===== src/rtl/data_obi_initiator.sv =====
// data_obi_initiator: drives the 33-bit CHERIoT data OBI bus from a simple
// valid/ready command queue. Granted requests wait in an in-order pending
// FIFO until their response arrives. The response then returns with the
// command tag.
// Optional: define DATA_OBI_INIT_TIMEOUT_EN to build the response watchdog
// and the timeout_err port.
module data_obi_initiator #(
  parameter int MAX_OUTST   = 4,
  parameter int TAG_W       = 4,
  parameter int TIMEOUT_CYC = 256
) (
  input  logic                       clk,
  input  logic                       rst_n,
  input  logic                       cmd_valid,
  output logic                       cmd_ready,
  input  logic                       cmd_we,
  input  logic [3:0]                 cmd_be,
  input  logic                       cmd_is_cap,
  input  logic [31:0]                cmd_addr,
  input  logic [32:0]                cmd_wdata,
  input  logic [TAG_W-1:0]           cmd_tag,
  output logic                       data_req,
  output logic                       data_we,
  output logic [3:0]                 data_be,
  output logic                       data_is_cap,
  output logic [31:0]                data_addr,
  output logic [32:0]                data_wdata,
  input  logic                       data_gnt,
  input  logic                       data_rvalid,
  input  logic [32:0]                data_rdata,
  input  logic                       data_err,
  output logic                       rsp_valid,
  output logic [TAG_W-1:0]           rsp_tag,
  output logic                       rsp_we,
  output logic [32:0]                rsp_rdata,
  output logic                       rsp_err,
  output logic [$clog2(MAX_OUTST):0] outst_cnt,
  output logic                       proto_err
`ifdef DATA_OBI_INIT_TIMEOUT_EN
  ,
  output logic                       timeout_err
`endif
);

  localparam int CNT_W = $clog2(MAX_OUTST) + 1;
  localparam int PTR_W = (MAX_OUTST > 1) ? $clog2(MAX_OUTST) : 1;

  // Reject unsupported configurations at elaboration time.
  if (MAX_OUTST < 1 || MAX_OUTST > 16 || (MAX_OUTST & (MAX_OUTST - 1)) != 0)
    $error("MAX_OUTST must be a power of 2 in 1..16");
  if (TIMEOUT_CYC < 1)
    $error("TIMEOUT_CYC must be positive");

  logic                req_q, we_q, cap_q;
  logic [3:0]          be_q;
  logic [31:0]         addr_q;
  logic [32:0]         wdata_q;
  logic [TAG_W-1:0]    tag_q;
  logic [TAG_W:0]      fifo_q [MAX_OUTST];
  logic [PTR_W-1:0]    rptr_q, wptr_q;
  logic [CNT_W-1:0]    fcnt_q, outst_q;
  logic                rsp_valid_q, rsp_we_q, rsp_err_q, proto_q;
  logic [TAG_W-1:0]    rsp_tag_q;
  logic [32:0]         rsp_rdata_q;
  logic                accept, push, pop;
  logic [TAG_W:0]      head;

  function automatic logic [PTR_W-1:0] ptr_nxt(input logic [PTR_W-1:0] p);
    return (p == PTR_W'(MAX_OUTST - 1)) ? '0 : p + 1'b1;
  endfunction

  // A same-cycle push into an empty FIFO cannot be popped, so pop looks only
  // at entries granted in earlier cycles.
  assign pop       = data_rvalid & (fcnt_q != '0);
  assign push      = req_q & data_gnt;
  assign cmd_ready = (!req_q | data_gnt) & ((outst_q < CNT_W'(MAX_OUTST)) | pop);
  assign accept    = cmd_valid & cmd_ready;
  assign head      = fifo_q[rptr_q];

  // Request register: load on accept, hold until granted, drop if not reloaded.
  always_ff @(posedge clk) begin
    if (!rst_n) begin
      req_q <= 1'b0; we_q <= 1'b0; cap_q <= 1'b0; be_q <= '0;
      addr_q <= '0; wdata_q <= '0; tag_q <= '0;
    end else if (accept) begin
      req_q <= 1'b1; we_q <= cmd_we; cap_q <= cmd_is_cap; be_q <= cmd_be;
      addr_q <= cmd_addr; wdata_q <= cmd_wdata; tag_q <= cmd_tag;
    end else if (data_gnt) begin
      req_q <= 1'b0;
    end
  end

  // Pending FIFO storage: {tag, we} of each granted request.
  always_ff @(posedge clk) begin
    if (push) fifo_q[wptr_q] <= {tag_q, we_q};
  end

  // Pending FIFO pointers, occupancy and in-flight counter.
  always_ff @(posedge clk) begin
    if (!rst_n) begin
      rptr_q <= '0; wptr_q <= '0; fcnt_q <= '0; outst_q <= '0;
    end else begin
      if (push) wptr_q <= ptr_nxt(wptr_q);
      if (pop)  rptr_q <= ptr_nxt(rptr_q);
      fcnt_q  <= fcnt_q + CNT_W'(push) - CNT_W'(pop);
      outst_q <= outst_q + CNT_W'(accept) - CNT_W'(pop);
    end
  end

  // Response register: one-cycle pulse carrying the popped head entry.
  always_ff @(posedge clk) begin
    if (!rst_n) begin
      rsp_valid_q <= 1'b0; rsp_tag_q <= '0; rsp_we_q <= 1'b0;
      rsp_rdata_q <= '0; rsp_err_q <= 1'b0;
    end else begin
      rsp_valid_q <= pop;
      if (pop) begin
        rsp_tag_q   <= head[TAG_W:1];
        rsp_we_q    <= head[0];
        rsp_rdata_q <= head[0] ? '0 : data_rdata;
        rsp_err_q   <= data_err;
      end
    end
  end

  // Sticky responder protocol violation flag.
  always_ff @(posedge clk) begin
    if (!rst_n) proto_q <= 1'b0;
    else if ((data_rvalid & (fcnt_q == '0)) | (data_gnt & !req_q)) proto_q <= 1'b1;
  end

`ifdef DATA_OBI_INIT_TIMEOUT_EN
  localparam int WD_W = $clog2(TIMEOUT_CYC + 1);
  logic [WD_W-1:0] wd_q, wd_d;
  logic            to_q;

  // Watchdog next value: idle-with-work cycles, saturating at the limit.
  always_comb begin
    wd_d = wd_q;
    if (outst_q == '0 || data_gnt || data_rvalid) wd_d = '0;
    else if (wd_q != WD_W'(TIMEOUT_CYC))          wd_d = wd_q + 1'b1;
  end

  // Watchdog counter and sticky timeout flag.
  always_ff @(posedge clk) begin
    if (!rst_n) begin
      wd_q <= '0; to_q <= 1'b0;
    end else begin
      wd_q <= wd_d;
      if (wd_d == WD_W'(TIMEOUT_CYC) && !to_q) begin
        to_q <= 1'b1;
        $error("data_obi_initiator: response timeout");
      end
    end
  end

  assign timeout_err = to_q;
`endif

  assign data_req    = req_q;
  assign data_we     = we_q;
  assign data_be     = be_q;
  assign data_is_cap = cap_q;
  assign data_addr   = addr_q;
  assign data_wdata  = wdata_q;
  assign rsp_valid   = rsp_valid_q;
  assign rsp_tag     = rsp_tag_q;
  assign rsp_we      = rsp_we_q;
  assign rsp_rdata   = rsp_rdata_q;
  assign rsp_err     = rsp_err_q;
  assign outst_cnt   = outst_q;
  assign proto_err   = proto_q;

endmodule


===== config.mk =====
export PLATFORM = sky130hd
export DESIGN_NAME = data_obi_initiator
export DESIGN_NICKNAME = d
export VERILOG_FILES = /design/src/rtl/data_obi_initiator.sv
export SDC_FILE = /design/constraint.sdc
export NUM_CORES = 1
export LEC_CHECK = 0
export BUFFER_PORTS_ARGS = -buffer_cell sky130_fd_sc_hd__clkbuf_2
export CORE_MARGIN = 2
export CORE_UTILIZATION = 29
export CTS_BUF_LIST = sky130_fd_sc_hd__clkbuf_8
export DETAILED_ROUTE_END_ITERATION = 8
export HOLD_SLACK_MARGIN = 0.03
export PLACE_DENSITY_LB_ADDON = 0.2
export SETUP_SLACK_MARGIN = 0.1
export SKIP_CTS_REPAIR_TIMING = 1
export SLEW_MARGIN = 40
export SYNTH_ARGS = -nofsm -noshare
export SYNTH_HDL_FRONTEND = slang
export SYNTH_SLANG_ARGS = --single-unit
export TNS_END_PERCENT = 100

===== constraint.sdc =====
create_clock -name clk -period 8.36 [get_ports clk]
set_input_delay 0.836 -clock clk [delete_from_list [all_inputs] [get_ports clk]]
set_output_delay 0.836 -clock clk [all_outputs]
set_load 0.01 [all_outputs]

==> flow_summary_export.csv <==
group,metric,value,unit
timing,hold_violations,0,
worst_setup_path,arrival,3.22,ns
detailed_routing,via_per_inst,4.305,
cells_and_area,n_antenna_cell,0,
grt,grt_util_met3,6.298,%
place,dp.cells,980,
worst_setup_path,critPathKind,"in -> reg",
detailed_routing,vias,4357,
grt,grt_pass1_wl,21270,um
worst_setup_path,crit_path_max_fanout,18,
detailed_routing,drc_errors,0,
timing,clock.fmax,346.3,MHz
place,portBuffers,230,
clock_tree,clockBufferDepth,2,
synth,async_flop_share,0,%
worst_setup_path,worstPathRequired,8.69,ns
die,start_util,29.29,%
job,maxCapViolations,0,
cells_and_area,fin_nets,859,
grt,globalRouteMet1Util,15.13,%
timing,slew_headroom,50.67,%
power,power_density,265.4,nW/um2
timing,rsz0062_at_grt,"no",
die,io_pins,231,
timing,post-route-period-util,34.54,%
place,gp_congestion,0.7137,
timing,tightest_slew,0.7384,ns
timing,min_period,2.887,ns
worst_setup_path,reg2reg_to,"outst_cnt[2]",
synth,synth_top_cells_by_count,"nand2_1, dfxtp_1, mux2i_1, a22o_1, edfxtp_1",
clock_tree,cts_tree,"yes",
worst_setup_path,r2r_setup_slack,5.56,ns
timing,finalSetupViolCount,0,
cells_and_area,finish.utilization,38.23,%
timing,tns,0,ns
worst_hold_path,hold_end,"data_addr[24]",
synth,ys_top_cells_by_area,"dfxtp_1, mux2i_1, edfxtp_1",
worst_setup_path,start_kind,"input pin",
synth,ys_seq_area_share,56.38,%
grt,grt-busiest-layer,"met2",
grt,grt_pass1_vias,4313,
grt,grt_max_degree,106,
cells_and_area,finalNonFillerCells,1012,
place,hpwl,9713,um
timing,fin_skew,0.01204,ns
timing,slew_violations,0,
worst_hold_path,hp-class,"reg -> reg",
die,die_x,143.5,um
synth,synth_edf_count,20,
power,p_leak,3.475,nW
synth,synth.most_common_cell,"nand2_1",
detailed_routing,dr.first_iter.drc_count,131,
synth,syn_nets,641,
synth,synth_warnings,0,
grt,grt-ovfl-total,0,
detailed_routing,dr.pass1.iters,4,
place,dpl_worst_slack,5.004,ns
grt,antenna_found_initial,0,
detailed_routing,routed_wl,13580,um
power,irDropWorstVdd,105.2,uV
clock_tree,cts_inserted_buffers,17,
detailed_routing,avgRoutedWirePerCell,13.42,um
detailed_routing,ant_nets,0,
outcome,outcome,"complete, no violations",
die,die-area,20600,um2
synth,syn_inst,516,
synth,ys.flop_type,"dfxtp_1",
clock_tree,clock_sinks,149,
worst_setup_path,timing.rr.start,"data_req",
synth,ys_ff_latch,149,
synth,synth_top_area_share,45.74,%
synth,netlist_area,5645,um2
worst_hold_path,hp-start,"data_addr[24]",
worst_hold_path,holdPathStages,2,
cells_and_area,syn_to_final_growth,30.50,%
clock_tree,worstSkewPairLatency,0.44,ns
clock_tree,cts_root_buf,"clkbuf_8",
clock_tree,clk_pin_slew_worst_paths,0.08,ns
grt,met2_usage,21.15,%
power,power,0.001955,W
synth,yosys.area.top_type,"dfxtp_1",
cells_and_area,drive_gt1_share,36.41,%
synth,yosysUniqueCellTypes,31,
die,core-area,19270,um2
die,die_y,143.5,um
timing,setup_slack,5.473,ns
synth,avgSynthCellArea,10.94,um2
grt,grt_util_all_layers,13.27,%
die,fp-row-count,51,
worst_setup_path,crit_path_end_kind,"flip-flop",
worst_setup_path,r2r_cells,11,
clock_tree,cts_htree_levels,4,
[metrics by stage]
step           hold slack, ns  cell area, um2
2_1_floorplan          0.4600            5645
3_3_place_gp           0.4420            6960
3_5_place_dp           0.4460            6973
4_1_cts                0.4601            7367
5_1_grt                0.4787            7367
6_report               0.4567            7367
[logic make-up (layout without fill, tap and decap cells)]
kind of cell | count (synthesis) | after routing | synth area share (%)
XOR/XNOR | 4 | 4 | 0.6207
buffers and inverters | 47 | 278 | 4.388
AO/OA/AOI/OAI | 47 | 47 | 7.558
multiplexers | 83 | 83 | 15.82
adder cells (fa/ha/maj) | 11 | 11 | 2.704
AND/OR/NAND/NOR | 175 | 175 | 12.52
flip-flops | 149 | 149 | 56.38
[where the power goes]
group,switching (W),internal (W)
Sequential,0.0000727,0.000837
Combinational,0.000262,0.000231
Clock,0.000273,0.000280
[routing by layer]
layer  share of wire, %  wire, um
met1                 43      5773
met2                 46      6233
met3                9.8      1337
met4                1.7       233
met5                  0         0
[flip-flops by register name (all words and copies together) (netlist names), 2 cells and up, named ones only]
register,flops
fifo_q,20
outst_cnt,3
data_be,4
wptr_q,2
rsp_tag,4
data_addr,32
fcnt_q,3
rsp_rdata,33
data_wdata,33
tag_q,4
rptr_q,2
[layout make-up]
type	count	area (um2)
clock buffers	19	261.5
clock inverters	13	132.6
fillers	1976	11900
inverters	12	45.04
multi-input cells	320	2222
flip-flops and latches	149	3183
well taps	265	331.6
repair buffers	234	1191
[cells in the final DEF (no fill, tap or decap), drive strengths merged]
cell	count
a2111oi	1
a211oi	1
a21boi	2
a21oi	1
a221oi	1
a22o	38
and2	7
and3	4
buf	5
bufinv	2
clkbuf	248
clkinv	3
clkinvlp	2
dfxtp	129
edfxtp	20
fa	2
ha	9
inv	18
mux2i	78
mux4	5
nand2	153
nand3	1
nor2	1
nor2b	7
nor3	1
o21a	1
o311a	1
o31ai	1
or3	1
xnor2	3
xor2	1
[worst max path at each step]
stage,slack (ns),end,depth (start not counted),start
final,5.47,outst_cnt[2],12,data_gnt
after global routing,5.34,outst_cnt[2],12,data_gnt
after CTS,5.49,outst_cnt[2],12,data_gnt
after detailed placement,5.00,outst_cnt[2],12,data_gnt
after global placement,5.13,outst_cnt[2],12,data_gnt
after floorplan,5.29,outst_cnt[2],12,data_gnt
[critical path, stage by stage]
cell       delay, ns
clkbuf_2        0.15
nor2b_1         0.11
a2111oi_4       0.31
buf_4           0.36
inv_2           0.06
ha_1            0.29
inv_1           0.04
ha_1            0.18
fa_1            0.38
xor2_1          0.17
xnor2_1         0.14
and2_1          0.18
Power figures use the tool's default switching activity.
